===== src/rtl/acc_copy_pkg.sv =====
// Shared types and constants for the word-copy RAM master.
// Latency: n/a (types and constants only).
// Backpressure: n/a.
package acc_copy_pkg;

    // Copy engine sequencing: one read, a fixed read-latency wait, one write per word.
    typedef enum logic [2:0] {
        ST_IDLE = 3'd0,
        ST_RD   = 3'd1,
        ST_WAIT = 3'd2,
        ST_WR   = 3'd3,
        ST_DONE = 3'd4
    } state_t;

    // Accelerator window bounds; the RAM wrapper decodes the same range.
    localparam logic [15:0] ACC_WIN_LO = 16'h0400;
    localparam logic [15:0] ACC_WIN_HI = 16'h0C00;

endpackage


===== src/rtl/acc_copy_master.sv =====
// Copies len_i words from src to dst through the single-port RAM, one read then one write per word.
// Latency: first read one cycle after start, RD_LATENCY+2 cycles per word, done_o one cycle after the last write.
// Backpressure: none; the RAM accepts every request, abort_i cancels and start_i is ignored while busy.
module acc_copy_master
    import acc_copy_pkg::*;
#(
    parameter int ADDR_WIDTH = 15,
    parameter int DATA_WIDTH = 32,
    parameter int LEN_WIDTH  = 12,
    parameter int RD_LATENCY = 2
) (
    input  logic                    clk,
    input  logic                    rst_i,
    input  logic                    start_i,
    input  logic                    abort_i,
    input  logic [ADDR_WIDTH-1:0]   src_addr_i,
    input  logic [ADDR_WIDTH-1:0]   dst_addr_i,
    input  logic [LEN_WIDTH-1:0]    len_i,
    output logic                    busy_o,
    output logic                    done_o,
    output logic                    err_o,
    output logic [LEN_WIDTH-1:0]    words_o,
    output logic                    mem_en_o,
    output logic [ADDR_WIDTH-1:0]   mem_addr_o,
    output logic [DATA_WIDTH-1:0]   mem_wdata_o,
    output logic                    mem_we_o,
    output logic [DATA_WIDTH/8-1:0] mem_be_o,
    input  logic [DATA_WIDTH-1:0]   mem_rdata_i
);

    localparam int CW = $clog2(RD_LATENCY + 1);
    localparam int BW = DATA_WIDTH / 8;
    // Wait counter counts down to zero; zero marks the cycle the read data is valid.
    localparam logic [CW-1:0] LAT_LAST = CW'(RD_LATENCY - 1);

    state_t                  state_q, state_d;
    logic [CW-1:0]           cnt_q, cnt_d;
    logic [ADDR_WIDTH-1:0]   src_q, src_d;
    logic [ADDR_WIDTH-1:0]   dst_q, dst_d;
    logic [LEN_WIDTH-1:0]    len_q, len_d;
    logic [LEN_WIDTH-1:0]    words_q, words_d;
    logic [LEN_WIDTH-1:0]    words_inc;
    logic                    busy_q, busy_d;
    logic                    done_q, done_d;
    logic                    err_q, err_d;
    logic                    mem_en_q, mem_en_d;
    logic                    mem_we_q, mem_we_d;
    logic [BW-1:0]           mem_be_q, mem_be_d;
    logic [ADDR_WIDTH-1:0]   mem_addr_q, mem_addr_d;
    logic [DATA_WIDTH-1:0]   mem_wdata_q, mem_wdata_d;

    // Next-state logic, then every registered output derived from the next state.
    always_comb begin
        state_d     = state_q;
        cnt_d       = cnt_q;
        src_d       = src_q;
        dst_d       = dst_q;
        len_d       = len_q;
        words_d     = words_q;
        err_d       = err_q;
        mem_wdata_d = mem_wdata_q;
        words_inc   = words_q + 1'b1;

        case (state_q)
            ST_IDLE: begin
                if (start_i) begin
                    if ((src_addr_i[1:0] != 2'b00) || (dst_addr_i[1:0] != 2'b00)) begin
                        err_d = 1'b1;
                    end else if (len_i == '0) begin
                        err_d   = 1'b0;
                        state_d = ST_DONE;
                    end else begin
                        src_d   = src_addr_i;
                        dst_d   = dst_addr_i;
                        len_d   = len_i;
                        err_d   = 1'b0;
                        words_d = '0;
                        state_d = ST_RD;
                    end
                end
            end
            ST_RD: begin
                if (abort_i) begin
                    state_d = ST_IDLE;
                end else begin
                    cnt_d   = LAT_LAST;
                    state_d = ST_WAIT;
                end
            end
            ST_WAIT: begin
                if (abort_i) begin
                    state_d = ST_IDLE;
                end else if (cnt_q == '0) begin
                    mem_wdata_d = mem_rdata_i;
                    state_d     = ST_WR;
                end else begin
                    cnt_d = cnt_q - 1'b1;
                end
            end
            ST_WR: begin
                // The write on the bus completes regardless; abort only stops what follows.
                if (abort_i) begin
                    state_d = ST_IDLE;
                end else begin
                    words_d = words_inc;
                    src_d   = src_q + ADDR_WIDTH'(4);
                    dst_d   = dst_q + ADDR_WIDTH'(4);
                    state_d = (words_inc == len_q) ? ST_DONE : ST_RD;
                end
            end
            ST_DONE: begin
                state_d = ST_IDLE;
            end
            default: begin
                state_d = ST_IDLE;
            end
        endcase

        busy_d     = (state_d == ST_RD) || (state_d == ST_WAIT) || (state_d == ST_WR);
        done_d     = (state_d == ST_DONE);
        mem_en_d   = (state_d == ST_RD) || (state_d == ST_WR);
        mem_we_d   = (state_d == ST_WR);
        mem_be_d   = (state_d == ST_WR) ? {BW{1'b1}} : {BW{1'b0}};
        mem_addr_d = (state_d == ST_RD) ? src_d :
                     (state_d == ST_WR) ? dst_d : '0;
    end

    // State and output registers with synchronous reset.
    always_ff @(posedge clk) begin
        if (rst_i) begin
            state_q     <= ST_IDLE;
            cnt_q       <= '0;
            src_q       <= '0;
            dst_q       <= '0;
            len_q       <= '0;
            words_q     <= '0;
            busy_q      <= 1'b0;
            done_q      <= 1'b0;
            err_q       <= 1'b0;
            mem_en_q    <= 1'b0;
            mem_we_q    <= 1'b0;
            mem_be_q    <= '0;
            mem_addr_q  <= '0;
            mem_wdata_q <= '0;
        end else begin
            state_q     <= state_d;
            cnt_q       <= cnt_d;
            src_q       <= src_d;
            dst_q       <= dst_d;
            len_q       <= len_d;
            words_q     <= words_d;
            busy_q      <= busy_d;
            done_q      <= done_d;
            err_q       <= err_d;
            mem_en_q    <= mem_en_d;
            mem_we_q    <= mem_we_d;
            mem_be_q    <= mem_be_d;
            mem_addr_q  <= mem_addr_d;
            mem_wdata_q <= mem_wdata_d;
        end
    end

    assign busy_o      = busy_q;
    assign done_o      = done_q;
    assign err_o       = err_q;
    assign words_o     = words_q;
    assign mem_en_o    = mem_en_q;
    assign mem_we_o    = mem_we_q;
    assign mem_be_o    = mem_be_q;
    assign mem_addr_o  = mem_addr_q;
    assign mem_wdata_o = mem_wdata_q;

endmodule

===== config.mk =====
export PLATFORM = sky130hd
export DESIGN_NAME = acc_copy_master
export DESIGN_NICKNAME = d
export VERILOG_FILES = /design/src/rtl/acc_copy_pkg.sv /design/src/rtl/acc_copy_master.sv
export SDC_FILE = /design/constraint.sdc
export NUM_CORES = 1
export LEC_CHECK = 0
export CELL_PAD_IN_SITES_DETAIL_PLACEMENT = 0
export CELL_PAD_IN_SITES_GLOBAL_PLACEMENT = 1
export CORE_ASPECT_RATIO = 1.25
export CORE_MARGIN = 3
export CORE_UTILIZATION = 33
export CTS_BUF_LIST = sky130_fd_sc_hd__clkbuf_2
export CTS_CLUSTER_DIAMETER = 40
export DETAILED_ROUTE_END_ITERATION = 6
export PLACE_DENSITY_LB_ADDON = 0.1
export SYNTH_ARGS = -nofsm -noshare
export SYNTH_HDL_FRONTEND = slang
export SYNTH_SLANG_ARGS = --single-unit

===== constraint.sdc =====
create_clock -name clk -period 2.03 [get_ports clk]
set_input_delay 0.3045 -clock clk [delete_from_list [all_inputs] [get_ports clk]]
set_output_delay 0.3045 -clock clk [all_outputs]
set_load 0.03 [all_outputs]

==> results of run 1 <==
worst paths after layout:
kind	from	endpoint	slack (ns)	cells after the start
setup / recovery	state_q[2]$_SDFF_PP0_	mem_addr_o[10]$_SDFF_PP0_	-0.07	7
hold / removal	mem_rdata_i[31]	mem_wdata_o[31]$_SDFFE_PP0P_	0.13	3
hold reg to reg	mem_wdata_o[4]$_SDFFE_PP0P_	mem_wdata_o[4]$_SDFFE_PP0P_	0.47	2
setup reg to reg	state_q[2]$_SDFF_PP0_	mem_addr_o[10]$_SDFF_PP0_	-0.07	7
report_power, final:
part / total (W) / internal (W) / switching (W)
sequential: 0.00221 / 0.00220 / 0.0000118
combinational: 0.000354 / 0.000206 / 0.000148
clock: 0.00101 / 0.000193 / 0.000814
total: 0.00357 / 0.00260 / 0.000973
flip-flops by register name (all words and copies together), names as in the netlist, 2 cells and up:
register     cells
len_q           12
src_q           15
mem_addr_o      15
dst_q           15
cnt_q            2
words_o         12
state_q          3
mem_wdata_o     32
Yosys cell counts, drive strengths merged (4+ instances only):
| library cell | n |
|---|---|
| nand4 | 10 |
| and4 | 5 |
| o21a | 5 |
| a311oi | 4 |
| o21ai | 23 |
| dfxtp | 111 |
| clkbuf | 25 |
| nand3 | 22 |
| inv | 8 |
| buf | 22 |
| a31oi | 11 |
| ha | 4 |
| and3 | 20 |
| and2 | 6 |
| nor2 | 40 |
| xnor2 | 11 |
| a21o | 4 |
| o311ai | 5 |
| a21oi | 72 |
| o211ai | 8 |
| nand2 | 126 |
| a22o | 4 |
| mux2i | 4 |
| nor4 | 9 |
| nor3 | 10 |
| xor2 | 5 |
| nand3b | 4 |
| or3 | 8 |
| a311o | 6 |
layer usage:
metal  routed length [microns]  global-route usage, %
met4                       688                   10.1
met3                      1060                   4.31
met2                     10000                   39.5
met1                      7630                   24.6
met5                         0                      0
through the flow:
stage	TNS [ns]	instance area, sq um	setup slack (ns)	hold slack, ns	power [W]
finish	-0.332	8130	-0.0699	0.127	0.00357
CTS	-0.494	7930	-0.0969	0.0696	0.00361
global placement	-30.20	7630	-0.696	0.438	0.00258
floorplan	-0.942	5340	-0.119	0.429	0.00234
detailed placement	-32.00	7630	-0.731	0.445	0.00258
global route	-2.13	8130	-0.163	0.0773	0.00372
cells by family (layout without fill, tap and decap cells):
kind of cell             count (synthesis)  in the layout
AND/OR/NAND/NOR                        278            278
AO/OA/AOI/OAI                          171            171
flip-flops                             111            111
buffers and inverters                   55            292
XOR/XNOR                                17             17
multiplexers                             6              6
adder cells (fa/ha/maj)                  4              4
other                                    0              1
final cells by class:
type | instances | area, sq um
fillers | 1521 | 7200
multi-input cells | 476 | 3060
repair buffers | 268 | 2420
flip-flops and latches | 111 | 2250
well taps | 208 | 260
clock buffers | 10 | 50.0
clock inverters | 6 | 50.0
inverters | 8 | 32.5
diodes | 1 | 2.50
critical path: stages, from the launching register on:
cell,delay (ns)
dfxtp_4,0.43
or3_4,0.42
or3_4,0.38
nor2_8,0.16
buf_6,0.15
nand2_2,0.06
a31o_4,0.24
o311ai_1,0.21
timing repair:
action / in CTS / in global routing
pin swaps: 16 / 22
hold buffers: 1 / 0
resized for setup: 118 / 37
hold endpoints to repair: 2 / 0
buffers inserted: 12 / 7
endpoints found under the setup margin: 111 / 36
==> impl_metrics.toml, run 1 <==
[final_layout]
area_delta_synth_final_pct = 54.5
layout_commonest_cell = "nand2_1"
final_nets = 956
postLayoutCoreUtil_pct = 53.0
drive_gt1_share_pct = 24.2
final_cell_mix = "nand2_1 (122), buf_4 (101), dfxtp_1 (98)"
fin_cells = 1088

[logic_synthesis]
synth_fa_ha_area_share_pct = 0.951
synth_edf_count = 0
synthArstFlopShare_pct = 0
syn-num-nets = 724
synthXorXnorAreaFrac_pct = 3.09
synthSimpleGateAreaFrac_pct = 26.3
synthDistinctLibCells = 72
netlist_instances = 642
synth_top_family_by_area = "simple AND/OR/NAND/NOR gates"
netlist_area_sq_um = 5260
ys_ff_latch = 111
ys_warn_count = 0
synth_top_area_cell = "dfxtp_1"
syn_area_per_cell_sq_um = 8.19
synth_flop_cell = "dfxtp_1"
synth_top_area_share_pct = 42.2
synth_compound_area_share_pct = 21.0
synthMuxAreaShare_pct = 1.19
synth_area_leaders = "dfxtp_1 (42%), nand2_1 (9.0%), a21oi_1 (6.8%), nor2_1 (2.8%), and3_1 (2.4%)"
seq_area_frac_synth_pct = 42.2

[sta]
worst_pin_slew_ns = 0.592
min_period_over_period_pct = 103
slew_headroom_pct = 60.6
fmax_ghz = 0.476
setup_viol = 11
min_period_ns = 2.10
worst_slack_ns = -0.0699
rsz0062_at_grt = "yes"
finalMaxSlewViolations = 0
hold_viol = 0
final.setup_skew_ns = 0.0314

[grt]
grt.total_usage_pct = 21.9
grt_pass1_wl_mm = 30.4
grt.overflow.total = 0
antenna_found_initial = 1
grt_max_degree = 51
grt_pass1_vias = 5728

[drt]
antenna_left = 0
dr.first_iter.drc_count = 363
routed_wl_mm = 19.4
drc_errors = 0
drt_first_pass_iters = 5
wire_per_inst_microns = 17.9
via_count = 5684
routed_via_density = 5.22

[run_status]
violations = "setup timing"
outcome = "finished with violations"

[clocking]
cts.sinks = 111
cts_tree = "done"
h-tree-depth = 3
ctsLongestPathBuffers = 2
cts_buffers = 9
path_clk_slew_ns = 0.33
clkLatencyLatePin_ns = 0.66
root_buffer = "clkbuf_2"

[power]
power.density_nw_per_um2 = 440
p_leak_nw = 3.33
peakVddDrop_mv = 0.219

[floorplanning]
coreArea_sq_um = 15300
boundaryPins = 146
rows = 50
die_y_microns = 147
die_w_microns = 119
initial_utilization_pct = 34.3
die_area_sq_um = 17500

[worst_setup_path]
cp-end-kind = "flop"
arrival_ns = 2.70
critical_path_class = "reg -> reg"
required_ns = 2.63
start_kind = "flop"
cp_max_fo = 6

[placement]
place.gp.congestion = 0.946
port_buffers = 145
dpl.hpwl_mm = 14.6
dp.cells = 1052

[flow_run]
max_cap_violations = 0

[worst_hold_path]
hp-class = "in -> reg"
No activity file was read; power rests on OpenSTA's default activity.
==> run 2, diff against run 1 <==
Settings changed: SETUP_SLACK_MARGIN from default to 0.3.
==> run 2 against run 1 <==
Net effect:
- the flow still finishes with violations (setup timing)
- total power grew 0.87%
- count of clock-buffer cells in the layout fell by 1
- global-route usage rose by 0.27 points
- core utilization up 9.3 points
- non-clock buffer count rose by 53
- register-to-register slack got worse by 0.04 ns
- final area is 17% higher
- cell count is 5.2% higher
- clock skew rose by 0.0099 ns
- maximum frequency shrank 1.9%
- combinational power increased by 18%
- critical path type unchanged
- critical endpoint is now mem_addr_o[11]$_SDFF_PP0_
- largest cell class unchanged
==> impl_metrics.toml, run 2 (synthesized netlist as in run 1, its figures left out) <==
[clocking]
cts.sinks = 111
root_buffer = "clkbuf_2"
cts_tree = "done"
path_clk_slew_ns = 0.33
ctsLongestPathBuffers = 2
clkLatencyLatePin_ns = 0.64
cts_buffers = 9
h-tree-depth = 3

[sta]
min_period_ns = 2.14
fmax_ghz = 0.467
worst_pin_slew_ns = 0.608
hold_viol = 0
setup_viol = 25
setup_tns_ns = -1.49
final.setup_skew_ns = 0.0413
rsz0062_at_grt = "yes"
worst_slack_ns = -0.110
finalMaxSlewViolations = 0
min_period_over_period_pct = 105
slew_headroom_pct = 59.5

[grt]
use_met2_pct = 38.2
grt_pass1_vias = 5832
grt_pass1_wl_mm = 31.0
antenna_found_initial = 1
use_met1_pct = 27.4
grt_max_degree = 42
grt.overflow.total = 0
busiest_layer = "met2"
met3_usage_pct = 3.89
grt.total_usage_pct = 22.2

[flow_run]
max_cap_violations = 0

[power]
switching_share_pct = 27.7
p_total_w = 0.00360
power.density_nw_per_um2 = 377
peakVddDrop_mv = 0.209
internal-power_w = 0.00260
p_comb_share_pct = 11.6
pwr-share-seq_pct = 61.2
p_leak_nw = 3.67
power.share.clock_pct = 27.2
p_switching_w = 0.000999

[worst_setup_path]
cp-end-kind = "flop"
required_ns = 2.57
cp_max_fo = 4
r2r_cells = 8
start_kind = "flop"
arrival_ns = 2.68
critical_path_class = "reg -> reg"

[drt]
routed_via_density = 5.28
drt_first_pass_iters = 5
routed_wl_mm = 20.6
drc_errors = 0
via_count = 6043
wire_per_inst_microns = 18.0
antenna_left = 0
dr.first_iter.drc_count = 313

[final_layout]
fillers = 1352
final_cell_mix = "buf_4 (107), clkdlybuf4s50_1 (76), dfxtp_1 (73)"
drive_gt1_share_pct = 51.7
area_delta_synth_final_pct = 81.5
fin_cells = 1145
layout_commonest_cell = "buf_4"
stdcell_area_sq_um = 9550
largest_register_ffs = 32
final_nets = 1013

[floorplanning]
coreArea_sq_um = 15300
die_w_microns = 119
boundaryPins = 146
die_y_microns = 147
die_area_sq_um = 17500
rows = 50
initial_utilization_pct = 34.3

[placement]
place.gp.congestion = 0.873
dpl_cell_area_sq_um = 7650
dpl.hpwl_mm = 13.2
place_ws_ns = -0.731
dp.cells = 1052
port_buffers = 145

[run_status]
outcome = "finished with violations"
violations = "setup timing"

[worst_hold_path]
whs_path_depth = 3
hp-class = "in -> reg"
[run 2: cell types whose count changed in the layout (fill, tap and decap cells not counted), sizes merged]
cell / previous run / this run
buf: 123 / 210
dlygate4sd2: 65 / 0
clkdlybuf4s15: 3 / 28
clkbuf: 10 / 14
or3b: 2 / 5
clkinvlp: 0 / 2
clkdlybuf4s18: 0 / 1
inv: 13 / 12
nor2: 40 / 41
[run 2: power groups by stage]
stage | Clock, W | Combinational (W) | Sequential [W]
floorplan | 0 | 0.0000917 | 0.00225
global placement | 0 | 0.000333 | 0.00224
detailed placement | 0 | 0.000335 | 0.00224
CTS | 0.00104 | 0.000389 | 0.00221
global route | 0.00111 | 0.000442 | 0.00221
finish | 0.000981 | 0.000419 | 0.00220
[run 2: final cells by class]
type / instances / area [sq um] / share of cell area, %
multi-input cells: 480 / 3720 / 38.9
clock buffers: 9 / 45.0 / 0.472
repair buffers: 321 / 3150 / 32.9
diodes: 1 / 2.50 / 0.0262
well taps: 208 / 260 / 2.73
clock inverters: 7 / 53.8 / 0.563
inverters: 8 / 30.0 / 0.315
flip-flops and latches: 111 / 2290 / 24.0
[run 2: path summary, 6_finish.rpt]
kind | startpoint | end | slack [ns]
setup reg to reg | words_o[0]$_SDFFE_PP0P_ | mem_addr_o[11]$_SDFF_PP0_ | -0.11
hold reg to reg | mem_wdata_o[7]$_SDFFE_PP0P_ | mem_wdata_o[7]$_SDFFE_PP0P_ | 0.48
setup / recovery | words_o[0]$_SDFFE_PP0P_ | mem_addr_o[11]$_SDFF_PP0_ | -0.11
hold / removal | mem_rdata_i[20] | mem_wdata_o[20]$_SDFFE_PP0P_ | 0.16
[run 2: repair_timing]
action | CTS | global route
pin swaps | 105 | 61
gates cloned | 9 | 2
hold buffers | 1 | 0
gates resized for setup | 426 | 189
setup buffers | 46 | 18
endpoints found under the hold margin | 3 | 0
endpoints found under the setup margin | 173 | 145
[run 2: critical path, cell delays in order (launching register included)]
cell,delay (ns)
dfxtp_4,0.45
ha_4,0.16
and3_4,0.23
and4_4,0.27
mux2i_2,0.24
and4_4,0.27
buf_6,0.13
nand2_8,0.06
a311o_1,0.26
[run 2: per-stage QoR]
stage / hold slack (ns) / util, %
floorplan: 0.429 / -
global placement: 0.438 / 49.9
detailed placement: 0.447 / 49.9
CTS: 0.0953 / 59.0
global route: 0.0830 / 62.3
finish: 0.155 / 62.3
[run 2: metal layers]
metal | vias up | part of all wire, %
met3 | 31 | 4.5
met1 | 2925 | 43
met2 | 185 | 50
li1 | 2902 | -
met5 | - | 0
met4 | 0 | 2.5
==> run 3, diff against run 2 <==
Settings changed: ABC_AREA from default to 1, CORE_UTILIZATION 33 to 31, HOLD_SLACK_MARGIN from default to 0.1.
==> run 3 against run 2 <==
Net effect:
- the flow still finishes with violations (setup timing)
- wire length down 9.2%
- area after synthesis increased by 2.5%
- clock power about the same
- die area up 8.7%
- sequential cell count unchanged
- first-iteration DRC count up 11%
- total power up 0.79%
- maximum frequency grew 2.1%
- combinational power decreased by 2%
- critical path depth increased by 6
- global-route usage decreased by 2.9 points
- core utilization is 13 points lower
- highest routed layer unchanged
==> impl_metrics.toml, run 3 <==
[run_status]
outcome = "finished with violations"
violations = "setup timing"

[drt]
via_count = 6034
antenna_left = 0
wire_per_inst_microns = 14.9
dr.first_iter.drc_count = 346
routed_via_density = 4.82
drc_errors = 0
routed_wl_mm = 18.7
drt_first_pass_iters = 7

[placement]
dpl.hpwl_mm = 13.4
place.gp.congestion = 0.834
dpl_cell_area_sq_um = 7690
port_buffers = 145
dp.cells = 1215

[grt]
grt_max_degree = 48
use_met1_pct = 22.3
use_met2_pct = 35.2
grt_pass1_vias = 5955
busiest_layer = "met2"
grt_pass1_wl_mm = 29.1
met3_usage_pct = 2.81
grt.overflow.total = 0
antenna_found_initial = 1
grt.total_usage_pct = 19.2

[worst_setup_path]
cp_max_fo = 5
start_kind = "flop"
critical_path_class = "reg -> reg"
cp-end-kind = "flop"
required_ns = 2.63
arrival_ns = 2.70

[clocking]
ctsLongestPathBuffers = 2
clkLatencyLatePin_ns = 0.65
path_clk_slew_ns = 0.34
h-tree-depth = 3
cts_buffers = 9
root_buffer = "clkbuf_2"
cts_hold_buf = 0
cts.sinks = 111
cts_tree = "done"

[final_layout]
final_cell_mix = "nand2_1 (144), nor2_1 (136), clkdlybuf4s50_1 (77), buf_4 (77), inv_1 (63)"
layout_commonest_cell = "nand2_1"
stdcell_area_sq_um = 8270
postLayoutCoreUtil_pct = 48.9
area_delta_synth_final_pct = 53.4
fin_cells = 1252
final_nets = 1108
drive_gt1_share_pct = 32.6
largest_register_ffs = 32

[floorplanning]
coreArea_sq_um = 16900
die_area_sq_um = 19000
boundaryPins = 146
rows = 53
initial_utilization_pct = 31.9
die_y_microns = 153
die_w_microns = 124

[logic_synthesis]
synthDistinctLibCells = 34
synth_top_area_share_pct = 41.2
synthArstFlopShare_pct = 0
synth_flop_cell = "dfxtp_1"
ys_ff_latch = 111
synth_top_area_cell = "dfxtp_1"
yosys-top-cells-count = "nand2_1 (168), nor2_1 (149), dfxtp_1 (111)"
synth_area_leaders = "dfxtp_1 (41%), nand2_1 (12%), nor2_1 (10%), a21oi_1 (6.9%), o21ai_0 (6.9%)"
ys_warn_count = 0
synth.most_common_cell = "nand2_1"
synth_edf_count = 0
netlist_instances = 813
syn_area_per_cell_sq_um = 6.63
seq_area_frac_synth_pct = 41.2
netlist_area_sq_um = 5390
syn-num-nets = 895

[sta]
worst_slack_ns = -0.0671
hold_viol = 0
slew_headroom_pct = 70.2
rsz0062_at_grt = "yes"
min_period_over_period_pct = 103
fmax_ghz = 0.477
min_period_ns = 2.10
setup_viol = 15
finalMaxSlewViolations = 0
final.setup_skew_ns = 0.0304
setup_tns_ns = -0.676
worst_pin_slew_ns = 0.448

[power]
pwr-share-seq_pct = 60.9
power.density_nw_per_um2 = 439
p_total_w = 0.00363
peakVddDrop_mv = 0.270
p_leak_nw = 3.30
internal-power_w = 0.00261
switching_share_pct = 28.1
p_switching_w = 0.00102
power.share.clock_pct = 27.8
p_comb_share_pct = 11.3

[flow_run]
max_cap_violations = 0

[worst_hold_path]
hp-class = "in -> reg"
run 3: changes by cell type in the layout (fill, tap and decap cells not counted), moves of 13 or more:
cell / delta
nand2_1: +74
a21oi_2: -24
o21ai_0: +54
nor2_1: +107
nand3_1: +36
nand3_2: +16
a21oi_1: +27
buf_6: -41
buf_4: -30
inv_1: +57
and3_1: -15
nand2_4: -13
run 3: final cells by class:
| type | count | area [sq um] |
|---|---|---|
| inverters | 71 | 269 |
| repair buffers | 240 | 2180 |
| diodes | 1 | 2.50 |
| multi-input cells | 593 | 3140 |
| flip-flops and latches | 111 | 2310 |
| fillers | 1742 | 8640 |
| clock buffers | 10 | 50.0 |
| well taps | 220 | 275 |
| clock inverters | 6 | 51.3 |
run 3: logic make-up after synthesis:
kind of cell	Yosys count	synth area share (%)
AOI/OAI and AO/OA	161	15.7
xor gates and xnor gates	1	0.162
adders and majority gates	4	0.928
buffers and inverters	109	8.28
DFF	111	41.2
and+or+nand+nor	427	33.7
run 3: power by group through the flow:
stage | combinational, W | clock [W] | sequential (W)
floorplan | 0.000129 | 0 | 0.00227
global placement | 0.000392 | 0 | 0.00225
detailed placement | 0.000393 | 0 | 0.00225
CTS | 0.000398 | 0.00107 | 0.00221
global route | 0.000445 | 0.00115 | 0.00222
finish | 0.000409 | 0.00101 | 0.00221
run 3: final timing paths:
| path | start | end | slack [ns] | cells past startpoint |
|---|---|---|---|---|
| worst max-delay path | words_o[0]$_SDFFE_PP0P_ | mem_addr_o[13]$_SDFF_PP0_ | -0.07 | 14 |
| worst min-delay path | mem_rdata_i[14] | mem_wdata_o[14]$_SDFFE_PP0P_ | 0.21 | 3 |
| worst max register to register | words_o[0]$_SDFFE_PP0P_ | mem_addr_o[13]$_SDFF_PP0_ | -0.07 | 14 |
| worst min register to register | dst_q[1]$_SDFF_PP0_ | dst_q[1]$_SDFF_PP0_ | 0.46 | 2 |
run 3: worst max-delay path: stages (launching register included):
cell	delay, ns
dfxtp_4	0.45
ha_4	0.17
nand3_4	0.09
nor2_4	0.18
nand4_1	0.18
nand3_2	0.14
nand3_2	0.08
nor2_1	0.08
nand2_1	0.07
nand2_2	0.09
nand2_4	0.11
clkbuf_16	0.19
nand3_2	0.06
nand2_2	0.05
nor2_1	0.10
run 3: stage by stage:
stage	hold slack (ns)	setup slack, ns
finish	0.209	-0.0671
global route	0.119	-0.203
CTS	0.147	-0.0594
detailed placement	0.433	-0.496
global placement	0.431	-0.415
floorplan	0.400	0.128
run 3: per-layer routing:
layer,wire [microns],vias up
met5,0,-
met2,9840,130
met3,693,27
li1,-,3076
met4,409,0
met1,7740,2801
run 3: what timing repair did:
item,in CTS,in global routing
endpoints found under the setup margin,97,100
setup buffers,9,8
cloned,0,3
pin swaps,8,31
resized for setup,315,157
